File: src/rtl/audio_i2s_tx_if.sv
// audio_i2s_tx_if: PCM frame handshake between a producer and the I2S transmitter.
interface audio_i2s_tx_if #(
    parameter int SAMPLE_WIDTH = 16
) ();
    logic [SAMPLE_WIDTH-1:0] sample_left;
    logic [SAMPLE_WIDTH-1:0] sample_right;
    logic                    sample_valid;
    logic                    sample_ready;
    modport master (output sample_left, sample_right, sample_valid, input sample_ready);
    modport slave (input sample_left, sample_right, sample_valid, output sample_ready);
endinterface

File: src/rtl/audio_i2s_tx.sv
// audio_i2s_tx: I2S transmitter with a one-deep frame holding register and saturating underflow counter.
// Build option AUDIO_I2S_TX_UNDERFLOW_MUTE_EN: underflow frames transmit silence instead of repeating.
module audio_i2s_tx #(
    parameter int CLK_DIV      = 4,
    parameter int SAMPLE_WIDTH = 16,
    parameter int SLOT_BITS    = 32
) (
    input  logic                 clk,
    input  logic                 reset_n,
    audio_i2s_tx_if.slave        s_if,
    output logic                 audio_sclk,
    output logic                 audio_lrck,
    output logic                 audio_dac,
    output logic [15:0]          underflow_count
);
    localparam int DW = $clog2(CLK_DIV);
    localparam int BW = $clog2(2 * SLOT_BITS);
    localparam logic [DW-1:0] DIV_LAST = DW'(CLK_DIV - 1);
    localparam logic [DW-1:0] DIV_HALF = DW'(CLK_DIV / 2);
    localparam logic [BW-1:0] BIT_LAST = BW'(2 * SLOT_BITS - 1);
    localparam logic [BW-1:0] SLOT     = BW'(SLOT_BITS);
    localparam logic [BW-1:0] SW       = BW'(SAMPLE_WIDTH);
    localparam logic [SAMPLE_WIDTH-1:0] TOP = SAMPLE_WIDTH'(1) << (SAMPLE_WIDTH - 1);
`ifdef AUDIO_I2S_TX_UNDERFLOW_MUTE_EN
    localparam logic MUTE = 1'b1;
`else
    localparam logic MUTE = 1'b0;
`endif

    logic [DW-1:0]           div_q, div_d;
    logic [BW-1:0]           bit_q, bit_d;
    logic                    sclk_q, sclk_d, lrck_q, lrck_d, dac_q, dac_d;
    logic                    full_q, full_d;
    logic [SAMPLE_WIDTH-1:0] hold_l_q, hold_l_d, hold_r_q, hold_r_d;
    logic [SAMPLE_WIDTH-1:0] act_l_q, act_l_d, act_r_q, act_r_d;
    logic [15:0]             uf_q, uf_d;
    logic                    boundary, accept, right;
    logic [BW-1:0]           p;
    logic [SAMPLE_WIDTH-1:0] word;

    always_comb begin
        boundary = div_q == '0 && bit_q == '0;
        accept   = s_if.sample_valid && !full_q;
        right    = bit_q >= SLOT;
        p        = right ? bit_q - SLOT : bit_q;
        word     = right ? act_r_q : act_l_q;
        div_d    = div_q == DIV_LAST ? '0 : div_q + 1'b1;
        bit_d    = div_q != DIV_LAST ? bit_q : bit_q == BIT_LAST ? '0 : bit_q + 1'b1;
        sclk_d   = div_q >= DIV_HALF;
        lrck_d   = right;
        // slot position p carries sample bit [SAMPLE_WIDTH-p]: one-sclk MSB delay after lrck
        dac_d    = p != '0 && p <= SW && |(word & (TOP >> (p - 1'b1)));
        hold_l_d = accept ? s_if.sample_left : hold_l_q;
        hold_r_d = accept ? s_if.sample_right : hold_r_q;
        full_d   = accept || (full_q && !boundary);
        act_l_d  = boundary && full_q ? hold_l_q : boundary && MUTE ? '0 : act_l_q;
        act_r_d  = boundary && full_q ? hold_r_q : boundary && MUTE ? '0 : act_r_q;
        uf_d     = boundary && !full_q && uf_q != 16'hFFFF ? uf_q + 16'd1 : uf_q;
    end

    always_ff @(posedge clk) begin
        if (!reset_n) begin
            div_q    <= '0;
            bit_q    <= '0;
            sclk_q   <= 1'b0;
            lrck_q   <= 1'b0;
            dac_q    <= 1'b0;
            full_q   <= 1'b0;
            hold_l_q <= '0;
            hold_r_q <= '0;
            act_l_q  <= '0;
            act_r_q  <= '0;
            uf_q     <= '0;
        end else begin
            div_q    <= div_d;
            bit_q    <= bit_d;
            sclk_q   <= sclk_d;
            lrck_q   <= lrck_d;
            dac_q    <= dac_d;
            full_q   <= full_d;
            hold_l_q <= hold_l_d;
            hold_r_q <= hold_r_d;
            act_l_q  <= act_l_d;
            act_r_q  <= act_r_d;
            uf_q     <= uf_d;
        end
    end

    assign s_if.sample_ready = !full_q;
    assign audio_sclk        = sclk_q;
    assign audio_lrck        = lrck_q;
    assign audio_dac         = dac_q;
    assign underflow_count   = uf_q;
endmodule

File: src/flat_wrapper.sv
// flat-port wrapper written by rule: the top's interface ports become plain ports
module audio_i2s_tx_flat 
#(
    parameter int CLK_DIV      = 4,
    parameter int SAMPLE_WIDTH = 16,
    parameter int SLOT_BITS    = 32
)
  (clk, reset_n, audio_sclk, audio_lrck, audio_dac, underflow_count, s_if_sample_left, s_if_sample_right, s_if_sample_valid, s_if_sample_ready);
  audio_i2s_tx_if #(.SAMPLE_WIDTH(SAMPLE_WIDTH)) s_if_i ();
  input  logic clk;
  input  logic reset_n;
  output logic audio_sclk;
  output logic audio_lrck;
  output logic audio_dac;
  output logic [15:0] underflow_count;
  input wire logic [$bits(s_if_i.sample_left)-1:0] s_if_sample_left;
  input wire logic [$bits(s_if_i.sample_right)-1:0] s_if_sample_right;
  input wire logic [$bits(s_if_i.sample_valid)-1:0] s_if_sample_valid;
  output wire logic [$bits(s_if_i.sample_ready)-1:0] s_if_sample_ready;
  assign s_if_i.sample_left = s_if_sample_left;
  assign s_if_i.sample_right = s_if_sample_right;
  assign s_if_i.sample_valid = s_if_sample_valid;
  assign s_if_sample_ready = s_if_i.sample_ready;
  audio_i2s_tx #(.CLK_DIV(CLK_DIV), .SAMPLE_WIDTH(SAMPLE_WIDTH), .SLOT_BITS(SLOT_BITS)) u_core (.clk(clk), .reset_n(reset_n), .s_if(s_if_i), .audio_sclk(audio_sclk), .audio_lrck(audio_lrck), .audio_dac(audio_dac), .underflow_count(underflow_count));
endmodule
File: config.mk
export PLATFORM = sky130hd
export DESIGN_NAME = audio_i2s_tx_flat
export DESIGN_NICKNAME = d
export VERILOG_FILES = /design/src/rtl/audio_i2s_tx_if.sv /design/src/rtl/audio_i2s_tx.sv /design/src/flat_wrapper.sv
export SDC_FILE = /design/constraint.sdc
export NUM_CORES = 1
export LEC_CHECK = 0
export ABC_AREA = 1
export ABC_CLOCK_PERIOD_IN_PS = 1600
export BUFFER_PORTS_ARGS = -buffer_cell sky130_fd_sc_hd__buf_2
export CAP_MARGIN = 20
export CORE_MARGIN = 3
export CORE_UTILIZATION = 52
export DETAILED_ROUTE_END_ITERATION = 8
export GPL_TIMING_DRIVEN = 0
export PLACE_DENSITY = 0.8
export SETUP_SLACK_MARGIN = 0.3
export SYNTH_ARGS = -nofsm -noshare
export SYNTH_HDL_FRONTEND = slang
export SYNTH_SLANG_ARGS = --single-unit
File: constraint.sdc
create_clock -name clk -period 1.6 [get_ports clk]
set_input_delay 0.32 -clock clk [delete_from_list [all_inputs] [get_ports clk]]
set_output_delay 0.32 -clock clk [all_outputs]
set_load 0.005 [all_outputs]
==> summary.txt <==
Route
  – Detailed-route wire length per cell: 15.61 um
  – Total Routed Length: 12130 um
  – Residual DRC count: 0
  – Via-per-instance ratio: 5.472
  – Detailed-router iteration count before antenna repair: 6
  – Detailed router's first-iteration violation count: 281
  – Vias after detailed routing: 4252
  – Final ANT Viol Nets: 0

Placed design
  – HPWL after detailed placement: 7196 um
  – Post-Place Setup Slack: -0.05689 ns
  – Post-place instance area: 4597 sq um
  – Port buffer count: 53
  – Final Wtd Congestion: 0.9022

Yosys
  – Synthesized net count: 628
  – Syn Inst Count: 586
  – Fraction of registers with async set or reset after synthesis: 0%
  – Summed instance area of the synthesized netlist: 4083 sq um
  – Synth Flop Type: dfxtp_1
  – Sequential fraction of the synthesis area: 45.11%
  – Average instance area after synthesis: 6.967 sq um
  – Cell variety after synth: 28
  – Yosys warning total: 0
  – Flops & latches, synth: 92
  – EDFF count, synth: 0

STA
  – Post-route fraction of the period consumed by the critical path: 102.6%
  – Worst setup margin: -0.04222 ns
  – Final setup violating endpoints: 14
  – Hold Vio Cnt, Final: 0
  – Hold Worst Slack: 0.1578 ns
  – Transition time at the pin with the least slew margin: 0.6727 ns
  – Maximum achievable frequency: 0.6089 GHz
  – Final count of pins violating max slew: 0
  – Worst max-slew margin expressed relative to the limit: 55.15%
  – Unrepaired setup endpoints after global routing: yes
  – Final Skew: 0.01424 ns
  – Final Critical Period: 1.642 ns

Finish
  – Fin nets: 716
  – Commonest cells after routing, fill and taps aside: nor2_1 (128), dfxtp_1 (78), nand2_1 (74)
  – Diodes inserted: 0
  – Final core utilization: 73.47%
  – Fraction of layout instances using a drive strength above 1: 33.33%
  – Total non-filler cell area in the finished layout: 5472 sq um
  – Post-synthesis to final-layout area growth: 34.02%
  – FILL cells: 566
  – Most frequent standard cell in the layout excluding fill and tap cells: nor2_1

Flow run
  – Number of violations of the max-capacitance limit: 0

Floorplan
  – Std-Cell Rows: 31
  – Io pins: 55
  – X dimension of the die: 94.61 um
  – Die outline height: 94.61 um
  – Effective utilization at floorplan: 54.82%
  – Die Footprint: 8950 sq um
  – Core box area: 7447 sq um

Clocking
  – Clock Sinks: 92
  – Latest clock arrival within the worst-skew pair: 0.38 ns
  – Number of CTS-inserted buffers: 9
  – CTS H-Tree Depth: 3
  – Number of hold buffers added after CTS: 0
  – Clk pin slew, worst setup/hold paths: 0.10 ns
  – CTS tree: yes
  – Bufs on Longest Clock Path: 2
  – Root buffer cell: clkbuf_8

Pwr
  – Leakage component of the power: 2.406 nW
  – Overall power of the completed layout: 5.600 mW
  – Reported net switching power: 1.652 mW
  – Clock power frac: 33.3%
  – Proportion of power drawn by flip-flops and latches: 46.9%
  – Internal Dissipation: 3.947 mW
  – Switching share of total power: 29.51%
  – Part of the total power dissipated in combinational logic: 19.8%
  – Power density cells: 1023 nW/um^2
  – VDD IR max: 748.1 uV

Critical path
  – Worst R2R Setup Slack: -0.04 ns
  – Type of the worst setup path: reg -> reg
  – Worst flop-to-flop path startpoint: u_core.bit_q[1]
  – Critical Path Source Type: flop
  – R2R Path End: u_core.act_l_q[10]
  – WP data required: 1.87 ns
  – Critical Path AT: 1.91 ns
  – Critical Path Fanout Max: 10
  – CP Capture Type: flop
  – Worst Reg2Reg Path Length in Cells: 9

Hold path
  – Cell depth of the worst hold path: 3
  – Hold WC Path Type: in -> reg
  – Min-Delay Startpoint: s_if_sample_left[14]
  – Hold Path Sink: u_core.hold_l_q[14]

Outcome
  – Violations in the final reports: negative setup slack
  – Outcome: finished, violations left

Global route
  – Overflow left after global routing: 0
  – Number of global-route vias before repair: 4081
  – All-layer global routing usage: 27.43%
  – First-pass GRT wire length: 19310 um
  – Largest net degree at the start of global routing: 17
  – Antenna violations before repair: 0
synth_stat cells, types with 3 or more instances:
cell      number  share of area [%]
nand2_1       96                8.8
xor2_1         6                1.3
o21ai_1        3               0.37
nor3_1         7               0.86
a21oi_1       28                3.4
clkbuf_1      16                1.5
inv_1         44                4.0
dfxtp_1       92                 45
nor2_1       146                 13
xnor2_1        4               0.86
o21ai_0       83                 10
nand3_1       29                3.6
buf_2          5               0.61
ha_1           7                2.1
registers in the layout, summed over array words and instances, names as in the netlist:
signal / count
u_core.act_l_q: 16
u_core.act_r_q: 16
u_core.hold_l_q: 16
u_core.hold_r_q: 16
u_core.underflow_count: 16
u_core.bit_q: 6
u_core.div_q: 2
u_core.audio_dac: 1
u_core.audio_lrck: 1
u_core.audio_sclk: 1
u_core.full_q: 1
layer usage:
layer | part of all wire, % | vias to the layer above | global-route usage [%]
met5 | 0 | - | 0
met4 | 3.8 | 0 | 12.38
met3 | 7.4 | 48 | 5.339
met2 | 50 | 216 | 47.68
met1 | 39 | 1942 | 32.56
li1 | - | 2046 | -
through the flow:
step | setup TNS [ns] | std cells
after floorplan | 0 | 586
after global placement | -0.03719 | 738
after detailed placement | -0.06293 | 738
after CTS | 0 | 771
after global routing | -2.245 | 777
final | -0.2888 | 777
power groups by stage:
stage	Sequential (mW)	Combinational, mW	Clock [mW]
floorplan	2.61	0.565	0
global placement	2.64	0.744	0
detailed placement	2.65	0.770	0
CTS	2.62	1.00	1.87
global route	2.65	1.21	1.98
finish	2.63	1.11	1.87
area by class of cell:
class                           count  area [sq um]  share of cell area, %
Clock buffer                       10         148.9                  2.721
Multi-Input combinational cell    421          2352                  42.99
Inverter                           46         195.2                  3.567
Buffer                             27         196.4                  3.590
Tap cell                           99         123.9                  2.264
Sequential cell                    92          1872                  34.21
Clock inverter                      5         91.34                  1.669
Timing Repair Buffer               77         491.7                  8.987
kinds of logic after synthesis:
logic type               after synthesis  share of synthesized area [%]
AO/OA/AOI/OAI                        116                          14.34
buffers and inverters                 73                          7.447
AND/OR/NAND/NOR                      288                          28.81
flip-flops                            92                          45.11
XOR/XNOR                              10                          2.145
adder cells (fa/ha/maj)                7                          2.145
worst max path at each step:
stage | start | to | slack, ns | cells past startpoint
after detailed placement | u_core.bit_q[1] | u_core.act_l_q[8] | -0.06 | 9
after global routing | u_core.bit_q[1] | u_core.underflow_count[7] | -0.12 | 10
after global placement | u_core.bit_q[0] | u_core.act_l_q[8] | -0.04 | 9
after floorplan | u_core.underflow_count[1] | u_core.underflow_count[1] | 0.15 | 11
after CTS | u_core.bit_q[0] | u_core.act_l_q[14] | 0.07 | 9
final | u_core.bit_q[1] | u_core.act_l_q[10] | -0.04 | 9
worst max-delay path, cell delays in order (launching register included):
cell	delay (ns)
dfxtp_4	0.37
inv_4	0.08
ha_4	0.15
nand3_4	0.09
nand3b_4	0.21
nor2_4	0.18
inv_4	0.09
buf_8	0.16
o21ai_2	0.15
a21oi_1	0.06
repair_timing:
action	in CTS	in global routing
buffers inserted	14	6
gates resized for setup	105	53
setup endpoints to repair	83	82
pin swaps	30	16
gates cloned	4	0
Note: power is estimated with default switching activity, not from simulation.
